--- src/rtl/adc_sample_packer.sv ---
// Packs narrow ADC samples into LANES-slot words and queues them in a two-entry output buffer.
// Optional ramp test pattern source is built only when ADC_PACKER_TESTPAT_EN is defined.
module adc_sample_packer #(
    parameter int SAMPLE_W = 14,
    parameter int SLOT_W   = 16,
    parameter int LANES    = 4,
    parameter int SIGN_EXT = 0
) (
    input  logic                      i_clk,
    input  logic                      i_reset,
    input  logic                      i_sample_valid,
    input  logic [SAMPLE_W-1:0]       i_sample,
    input  logic                      i_flush,
    input  logic                      i_testpat,
    input  logic                      i_clear_overflow,
    output logic [LANES*SLOT_W-1:0]   o_data,
    output logic                      o_valid,
    input  logic                      i_ready,
    output logic                      o_partial,
    output logic                      o_overflow,
    output logic [15:0]               o_drop_cnt
);

    localparam int WORD_W = LANES * SLOT_W;
    localparam int LANE_W = $clog2(LANES);
    localparam logic [LANE_W-1:0] LAST_LANE = LANE_W'(LANES - 1);

    logic [LANE_W-1:0]   lane;
    logic [WORD_W-1:0]   assembly;
    logic [WORD_W-1:0]   word_next;
    logic [WORD_W-1:0]   tail_data;
    logic                tail_partial;
    logic                tail_valid;
    logic [SAMPLE_W-1:0] sample_src;
    logic [SLOT_W-1:0]   slot_val;
    logic                complete;
    logic                push;
    logic                push_partial;
    logic                pop;
    logic                drop;

`ifdef ADC_PACKER_TESTPAT_EN
    logic [SAMPLE_W-1:0] ramp;

    always_ff @(posedge i_clk or posedge i_reset) begin
        if (i_reset) begin
            ramp <= '0;
        end else if (i_sample_valid && i_testpat) begin
            ramp <= ramp + SAMPLE_W'(1);
        end
    end

    assign sample_src = i_testpat ? ramp : i_sample;
`else
    logic unused_testpat;

    assign unused_testpat = i_testpat;
    assign sample_src     = i_sample;
`endif

    // The incoming sample is merged into the word before the flush decision,
    // so a flush in the same cycle carries that sample with it.
    always_comb begin
        slot_val = '0;
        slot_val[SAMPLE_W-1:0] = sample_src;
        for (int b = SAMPLE_W; b < SLOT_W; b++) begin
            slot_val[b] = (SIGN_EXT != 0) ? sample_src[SAMPLE_W-1] : 1'b0;
        end
        word_next = assembly;
        if (i_sample_valid) begin
            word_next[int'(lane)*SLOT_W +: SLOT_W] = slot_val;
        end
        complete     = i_sample_valid && (lane == LAST_LANE);
        push         = complete || (i_flush && (i_sample_valid || (lane != '0)));
        push_partial = !complete;
        pop          = o_valid && i_ready;
        drop         = push && !pop && tail_valid;
    end

    always_ff @(posedge i_clk or posedge i_reset) begin
        if (i_reset) begin
            lane     <= '0;
            assembly <= '0;
        end else if (push) begin
            lane     <= '0;
            assembly <= '0;
        end else if (i_sample_valid) begin
            lane     <= lane + LANE_W'(1);
            assembly <= word_next;
        end
    end

    // Head entry drives the outputs directly; the tail entry only refills it.
    always_ff @(posedge i_clk or posedge i_reset) begin
        if (i_reset) begin
            o_data       <= '0;
            o_partial    <= 1'b0;
            o_valid      <= 1'b0;
            tail_data    <= '0;
            tail_partial <= 1'b0;
            tail_valid   <= 1'b0;
        end else if (pop) begin
            if (tail_valid) begin
                o_data    <= tail_data;
                o_partial <= tail_partial;
                if (push) begin
                    tail_data    <= word_next;
                    tail_partial <= push_partial;
                end else begin
                    tail_valid <= 1'b0;
                end
            end else if (push) begin
                o_data    <= word_next;
                o_partial <= push_partial;
            end else begin
                o_valid <= 1'b0;
            end
        end else if (push) begin
            if (!o_valid) begin
                o_data    <= word_next;
                o_partial <= push_partial;
                o_valid   <= 1'b1;
            end else if (!tail_valid) begin
                tail_data    <= word_next;
                tail_partial <= push_partial;
                tail_valid   <= 1'b1;
            end
        end
    end

    // A drop coinciding with a clear restarts the count at one.
    always_ff @(posedge i_clk or posedge i_reset) begin
        if (i_reset) begin
            o_overflow <= 1'b0;
            o_drop_cnt <= '0;
        end else if (drop) begin
            o_overflow <= 1'b1;
            if (i_clear_overflow) begin
                o_drop_cnt <= 16'd1;
            end else if (o_drop_cnt != 16'hFFFF) begin
                o_drop_cnt <= o_drop_cnt + 16'd1;
            end
        end else if (i_clear_overflow) begin
            o_overflow <= 1'b0;
            o_drop_cnt <= '0;
        end
    end

endmodule

--- config.mk ---
export PLATFORM = sky130hd
export DESIGN_NAME = adc_sample_packer
export DESIGN_NICKNAME = d
export VERILOG_FILES = /design/src/rtl/adc_sample_packer.sv
export SDC_FILE = /design/constraint.sdc
export NUM_CORES = 1
export LEC_CHECK = 0
export CORE_ASPECT_RATIO = 0.6
export CORE_UTILIZATION = 50
export CTS_CLUSTER_SIZE = 40
export DETAILED_ROUTE_END_ITERATION = 10
export PLACE_DENSITY = 0.73
export SLEW_MARGIN = 20
export SYNTH_ARGS = -nofsm -noshare
export SYNTH_HDL_FRONTEND = slang
export SYNTH_SLANG_ARGS = --single-unit
--- constraint.sdc ---
create_clock -name i_clk -period 7.6 [get_ports i_clk]
set_clock_uncertainty 0.1 [all_clocks]
set_input_delay 0.76 -clock i_clk [delete_from_list [all_inputs] [get_ports i_clk]]
set_output_delay 0.76 -clock i_clk [all_outputs]
set_load 0.02 [all_outputs]
Word level (Yosys, flattened, before mapping) --
Cells that the tools add are included.
Word-level totals: bits in registers 215, input bits 21, output and inout bits 83
Operators by class: add/sub/neg operators 3, eq/ne operators 7, shifts and indexed selects 2, mux-type cells 41, reduce and logical (&&, ||, !) cells 21
Operators by type and width (count):
- $mux W64 | 13
- $bwmux W64 | 1
- $mux W16 | 4
- $shift A16 B33 Y64 const A | 1
- $shiftx A16 B33 Y64 | 1
- $neg A6 Y33 | 1
- $mux W1 | 21
- $add A16 B1 Y16 const B | 1
- $ne A16 B16 Y1 const B | 1
- $reduce_bool A2 Y1 | 7
- $ne A2 B2 Y1 const B | 3
- $reduce_and A3 Y1 | 2
- $logic_and A1 B1 Y1 | 5
- $mux W2 | 2
- $ne A2 B1 Y1 const B | 2
- $reduce_and A2 Y1 | 2
- $reduce_and A4 Y1 | 1
- $add A2 B1 Y2 const B | 1
- $eq A2 B2 Y1 const B | 1
- $logic_not A1 Y1 | 2
- $logic_or A1 B1 Y1 | 2

Logic depth before layout (Yosys ltp) --
depth after elaboration 8, depth in mapped cells 9, depth with buffers taken out 6

Least setup slack after synthesis --
No wires, ideal clock.
path kind register to register, start point register lane[0], end point register o_drop_cnt[8], arrival 2057 ps, data required time 7373 ps, slack 5315 ps, stages on the path, launching flop included 7, path buffers 0, cell sequence dfrtp_1 -> inv_1 -> ha_1 -> and2b_1 -> o22ai_1 -> a2111oi_0 -> mux2_1
Between the ends: cells in the longest elaborated chain, start to end 8, elaborated cells between the ends (all ways) 11
RTL lines:
- start: declaration | RTL line 28 | logic [LANE_W-1:0] lane;
- start signal: assignment | RTL line 88 | lane <= lane + LANE_W'(1);
- $reduce_bool A2 Y1 | RTL line 74 | push = complete || (i_flush && (i_sample_valid || (lane != '0)));
- $logic_or A1 B1 Y1 | RTL line 74
- $logic_and A1 B1 Y1 | RTL line 74
- $logic_or A1 B1 Y1 * | RTL line 74
- $logic_and A1 B1 Y1 * (2 in series) | RTL line 77 | drop = push && !pop && tail_valid;
- $reduce_bool A2 Y1 (no source line)
- $reduce_and A2 Y1 (no source line)
- end signal: assignment | RTL line 141 | o_drop_cnt <= o_drop_cnt + 16'd1;
- end: declaration | RTL line 21 | output logic [15:0] o_drop_cnt
Mark *: on every way between the ends. The rest lies on a longest branch, timed or not. A chain may end at the register's enable or synchronous reset.

Final worst setup path --
start point input i_sample_valid, end point register o_data[63]
Between the ends: cells in the longest elaborated chain, start to end 5, elaborated cells between the ends (all ways) 13
RTL lines:
- start: declaration | RTL line 11 | input logic i_sample_valid,
- $logic_or A1 B1 Y1 | RTL line 74
- $logic_and A1 B1 Y1 | RTL line 74
- $logic_or A1 B1 Y1 | RTL line 74
- $reduce_bool A2 Y1 (no source line)
- $reduce_and A3 Y1 (no source line)
- end signal: assignment | RTL line 104 | o_data <= tail_data;
- end signal: assignment | RTL line 113 | o_data <= word_next;
- end signal: assignment | RTL line 120 | o_data <= word_next;
- end: declaration | RTL line 16 | output logic [LANES*SLOT_W-1:0] o_data,
Several ways; a longest one is shown, not always the timed one. The select of a mux whose other input is x is not followed.

==> impl_metrics.prom <==
# TYPE chip_impl_metric gauge
chip_impl_info{name="clock-root-buffer",value="sky130_fd_sc_hd__clkbuf_16"} 1
chip_impl_metric{name="count_of_fill_cells_added_during_filler_insertion",unit=""} 1613
chip_impl_metric{name="synthArstFlopShare",unit="%"} 100
chip_impl_metric{name="report.final.setup_viol",unit=""} 0
chip_impl_info{name="path_class",value="input port to flop"} 1
chip_impl_metric{name="comb_power_share",unit="%"} 31.9
chip_impl_info{name="grt_setup_unrepaired",value="false"} 1
chip_impl_metric{name="cts.clk_slew.worst_paths",unit="ps"} 60
chip_impl_metric{name="syn-cell-area",unit="sq um"} 9690
chip_impl_metric{name="initial_core_util",unit="%"} 51.1
chip_impl_metric{name="final_period_demand_of_the_worst_path",unit="ps"} 3380
chip_impl_metric{name="largest_net_degree_at_the_start_of_global_routing",unit=""} 138
chip_impl_metric{name="first_pass_iters",unit=""} 7
chip_impl_metric{name="clk_lat_worst_skew",unit="ps"} 500
chip_impl_metric{name="netlist_instances",unit=""} 970
chip_impl_metric{name="grt_remaining_overflow",unit=""} 0
chip_impl_metric{name="count_of_flip_flops_with_a_built_in_enable_after_synthesis",unit=""} 0
chip_impl_metric{name="global_route.usage.total",unit="%"} 25.8
chip_impl_info{name="timing.hold.worst.class",value="flop to flop"} 1
chip_impl_metric{name="timing.max_slew.rel_slack",unit="%"} 28.4
chip_impl_metric{name="post-route-period-util",unit="%"} 44.5
chip_impl_metric{name="setup_slack_after_placement",unit="ps"} 3750
chip_impl_metric{name="met1_usage",unit="%"} 40.2
chip_impl_metric{name="power.net_switching",unit="mW"} 1.32
chip_impl_metric{name="post_drt_wl_per_cell",unit="um"} 19.3
chip_impl_metric{name="die_area",unit="sq um"} 20000
chip_impl_metric{name="cp_data_arrival_time",unit="ps"} 3650
chip_impl_metric{name="placed_cells_incl_taps",unit=""} 1253
chip_impl_metric{name="setup_ws",unit="ps"} 4220
chip_impl_metric{name="swShare",unit="%"} 36.5
chip_impl_metric{name="maxSlewViolCount",unit=""} 0
chip_impl_metric{name="synth_sequential_area_ratio",unit="%"} 55.5
chip_impl_info{name="tritoncts_clock_tree",value="yes"} 1
chip_impl_metric{name="synth.top_cell.area_share",unit="%"} 55.5
chip_impl_metric{name="final.setup.tns",unit="ps"} 0
chip_impl_metric{name="power_frac_seq",unit="%"} 39.1
chip_impl_metric{name="hold_path_depth",unit=""} 2
chip_impl_metric{name="cp.required",unit="ps"} 7880
chip_impl_metric{name="synthesis.nets",unit=""} 999
chip_impl_info{name="run_status",value="complete, no violations"} 1
chip_impl_metric{name="power_density",unit="nW/um^2"} 314
chip_impl_metric{name="tightest_slew",unit="ps"} 1070
chip_impl_metric{name="fin_cells",unit=""} 1291
chip_impl_metric{name="std_cell_rows",unit=""} 39
chip_impl_info{name="critical_path_launch_point_type",value="input port"} 1
chip_impl_metric{name="avgViaCountPerCell",unit=""} 6.04
chip_impl_metric{name="final_layout_size_suffix_gt1_share",unit="%"} 8.71
chip_impl_metric{name="clock_sinks",unit=""} 215
chip_impl_info{name="synthTopCellsByCount",value="sky130_fd_sc_hd__dfrtp_1 (215), sky130_fd_sc_hd__nand2_1 (186), sky130_fd_sc_hd__o21ai_0 (145)"} 1
chip_impl_metric{name="clock_buffers_created_by_tritoncts",unit=""} 21
chip_impl_info{name="synthMostInstantiatedCell",value="sky130_fd_sc_hd__dfrtp_1"} 1
chip_impl_metric{name="layout-area-overhead-vs-synth",unit="%"} 18.6
chip_impl_info{name="critical_path.endpoint_type",value="flop"} 1
chip_impl_metric{name="synthesized_flop_and_latch_total",unit=""} 215
chip_impl_metric{name="drv.max_cap_violation_count",unit=""} 0
chip_impl_metric{name="grt_antenna_before_repair",unit=""} 0
chip_impl_info{name="yosysTopAreaCell",value="sky130_fd_sc_hd__dfrtp_1"} 1
chip_impl_metric{name="gr-usage-met3",unit="%"} 3.88
chip_impl_metric{name="irDropWorstVdd",unit="V"} 0.000165
chip_impl_metric{name="diodes_inserted",unit=""} 0
chip_impl_metric{name="seq_area",unit="sq um"} 5380
chip_impl_metric{name="cts_setup_buffers",unit=""} 0
chip_impl_metric{name="numPortBuffers",unit=""} 102
chip_impl_metric{name="hold_viol",unit=""} 0
chip_impl_metric{name="route.vias.total",unit=""} 7800
chip_impl_metric{name="core_region_area",unit="sq um"} 19000
chip_impl_metric{name="critical_path.max_fanout",unit=""} 62
chip_impl_metric{name="cts.htree.levels",unit=""} 1
chip_impl_metric{name="peak_clock_frequency_supported_by_timing",unit="MHz"} 296
chip_impl_metric{name="grt_first_pass_wirelength",unit="um"} 40400
chip_impl_metric{name="clkPwrFrac",unit="%"} 29.0
chip_impl_metric{name="drcViolationCount",unit=""} 0
chip_impl_metric{name="leakagePower",unit="nW"} 4.83
chip_impl_metric{name="finalPower",unit="mW"} 3.61
chip_impl_metric{name="die_w",unit="um"} 182
chip_impl_metric{name="grt.met2_usage",unit="%"} 37.5
chip_impl_metric{name="ctsResizeCount",unit=""} 0
chip_impl_info{name="yosys-top-cells-area",value="sky130_fd_sc_hd__dfrtp_1 (56%), sky130_fd_sc_hd__o21ai_0 (7.5%), sky130_fd_sc_hd__nand2_1 (7.2%)"} 1
chip_impl_metric{name="multi_input_comb_area",unit="sq um"} 3990
chip_impl_metric{name="cell_internal_pwr",unit="mW"} 2.29
chip_impl_metric{name="route.antenna.remaining_nets",unit=""} 0
chip_impl_metric{name="synthesis.yosys.warnings",unit=""} 0
chip_impl_metric{name="pin_count",unit=""} 104
chip_impl_metric{name="finalWirelength",unit="um"} 25000
chip_impl_metric{name="final_nets",unit=""} 1060
chip_impl_metric{name="synthDistinctLibCells",unit=""} 57
chip_impl_metric{name="place_congestion",unit=""} 0.857
chip_impl_metric{name="place_hpwl",unit="um"} 14900
chip_impl_metric{name="drt-initial-drc-count",unit=""} 774
chip_impl_metric{name="avgSynthCellArea",unit="sq um"} 9.99
chip_impl_info{name="synth-main-ff-cell",value="sky130_fd_sc_hd__dfrtp_1"} 1
chip_impl_metric{name="ctsLongestPathBuffers",unit=""} 3
chip_impl_metric{name="r2r.worst_path.cells",unit=""} 6
chip_impl_metric{name="hold_buffers",unit=""} 0
chip_impl_metric{name="grt_pass1_vias",unit=""} 7300
chip_impl_metric{name="die_h",unit="um"} 110
chip_impl_info{name="top_usage_layer",value="met1"} 1
## power by group through the flow
| stage | Clock (mW) | Sequential (mW) | Combinational (mW) |
|---|---|---|---|
| 2_1_floorplan | 0 | 1.51 | 0.664 |
| 3_3_place_gp | 0 | 1.43 | 1.13 |
| 3_5_place_dp | 0 | 1.43 | 1.15 |
| 4_1_cts | 1.06 | 1.41 | 1.15 |
| 5_1_grt | 1.11 | 1.43 | 1.26 |
| 6_report | 1.05 | 1.41 | 1.15 |
## critical path, cell delays in order
cell	delay, ps
sky130_fd_sc_hd__clkdlybuf4s50_1	750
sky130_fd_sc_hd__o21ai_1	390
sky130_fd_sc_hd__a32o_4	650
sky130_fd_sc_hd__buf_4	650
sky130_fd_sc_hd__mux2_2	410
## sequential cells by signal, summed over array words and instances (netlist names)
name,cells
o_data,64
tail_partial,1
assembly,64
o_drop_cnt,16
tail_data,64
o_partial,1
tail_valid,1
lane,2
o_overflow,1
o_valid,1
## layout make-up
| class | count | area share (%) |
|---|---|---|
| sequential | 215 | 46.8 |
| tap | 246 | 2.68 |
| multi-input combinational | 673 | 34.7 |
| inverter | 8 | 0.327 |
| clock inverter | 7 | 0.762 |
| clock buffer | 30 | 5.13 |
| timing repair buffer | 112 | 9.60 |
## final timing paths
kind	startpoint	to	slack, ps
max reg2reg	lane[0]	o_data[63]	4450
max in group asynchronous	i_reset	tail_data[20]	5260
min reg2reg	o_data[9]	o_data[9]	370
max	i_sample_valid	o_data[63]	4220
min	o_data[9]	o_data[9]	370
min in group asynchronous	i_reset	o_data[8]	740
## through the flow
step	hold WS, ps	util, %	cell area [sq um]
3_5_place_dp	368	56.9	10800
3_3_place_gp	361	56.9	10800
5_1_grt	400	60.5	11500
4_1_cts	381	60.5	11500
6_report	373	60.5	11500
2_1_floorplan	350	-	9690
## layer usage
metal	routed length (um)	part of all wire, %
met1	12500	50
met2	10500	42
met3	1490	6.0
met4	505	2.0
met5	0	0
## cells by family after synthesis
logic type / after synthesis / synth area share, %
AOI/OAI and AO/OA: 334 / 23.0
and+or+nand+nor: 309 / 14.2
DFF: 215 / 55.5
buffers and inverters: 82 / 3.71
muxes: 21 / 2.44
adders and majority gates: 8 / 1.03
xor gates and xnor gates: 1 / 0.0904
## cells in the final DEF (no fill, tap or decap), drive strengths merged, types with 5 or more instances in the layout
| cell type | instances |
|---|---|
| a211oi | 5 |
| a21oi | 5 |
| a221oi | 38 |
| a22oi | 74 |
| buf | 11 |
| clkbuf | 30 |
| clkdlybuf4s50 | 101 |
| dfrtp | 215 |
| ha | 8 |
| inv | 8 |
| mux2 | 21 |
| nand2 | 187 |
| nand3 | 14 |
| nor2 | 65 |
| nor2b | 13 |
| nor4b | 5 |
| o21ai | 158 |
| o31ai | 39 |
Power figures use the tool's default switching activity.
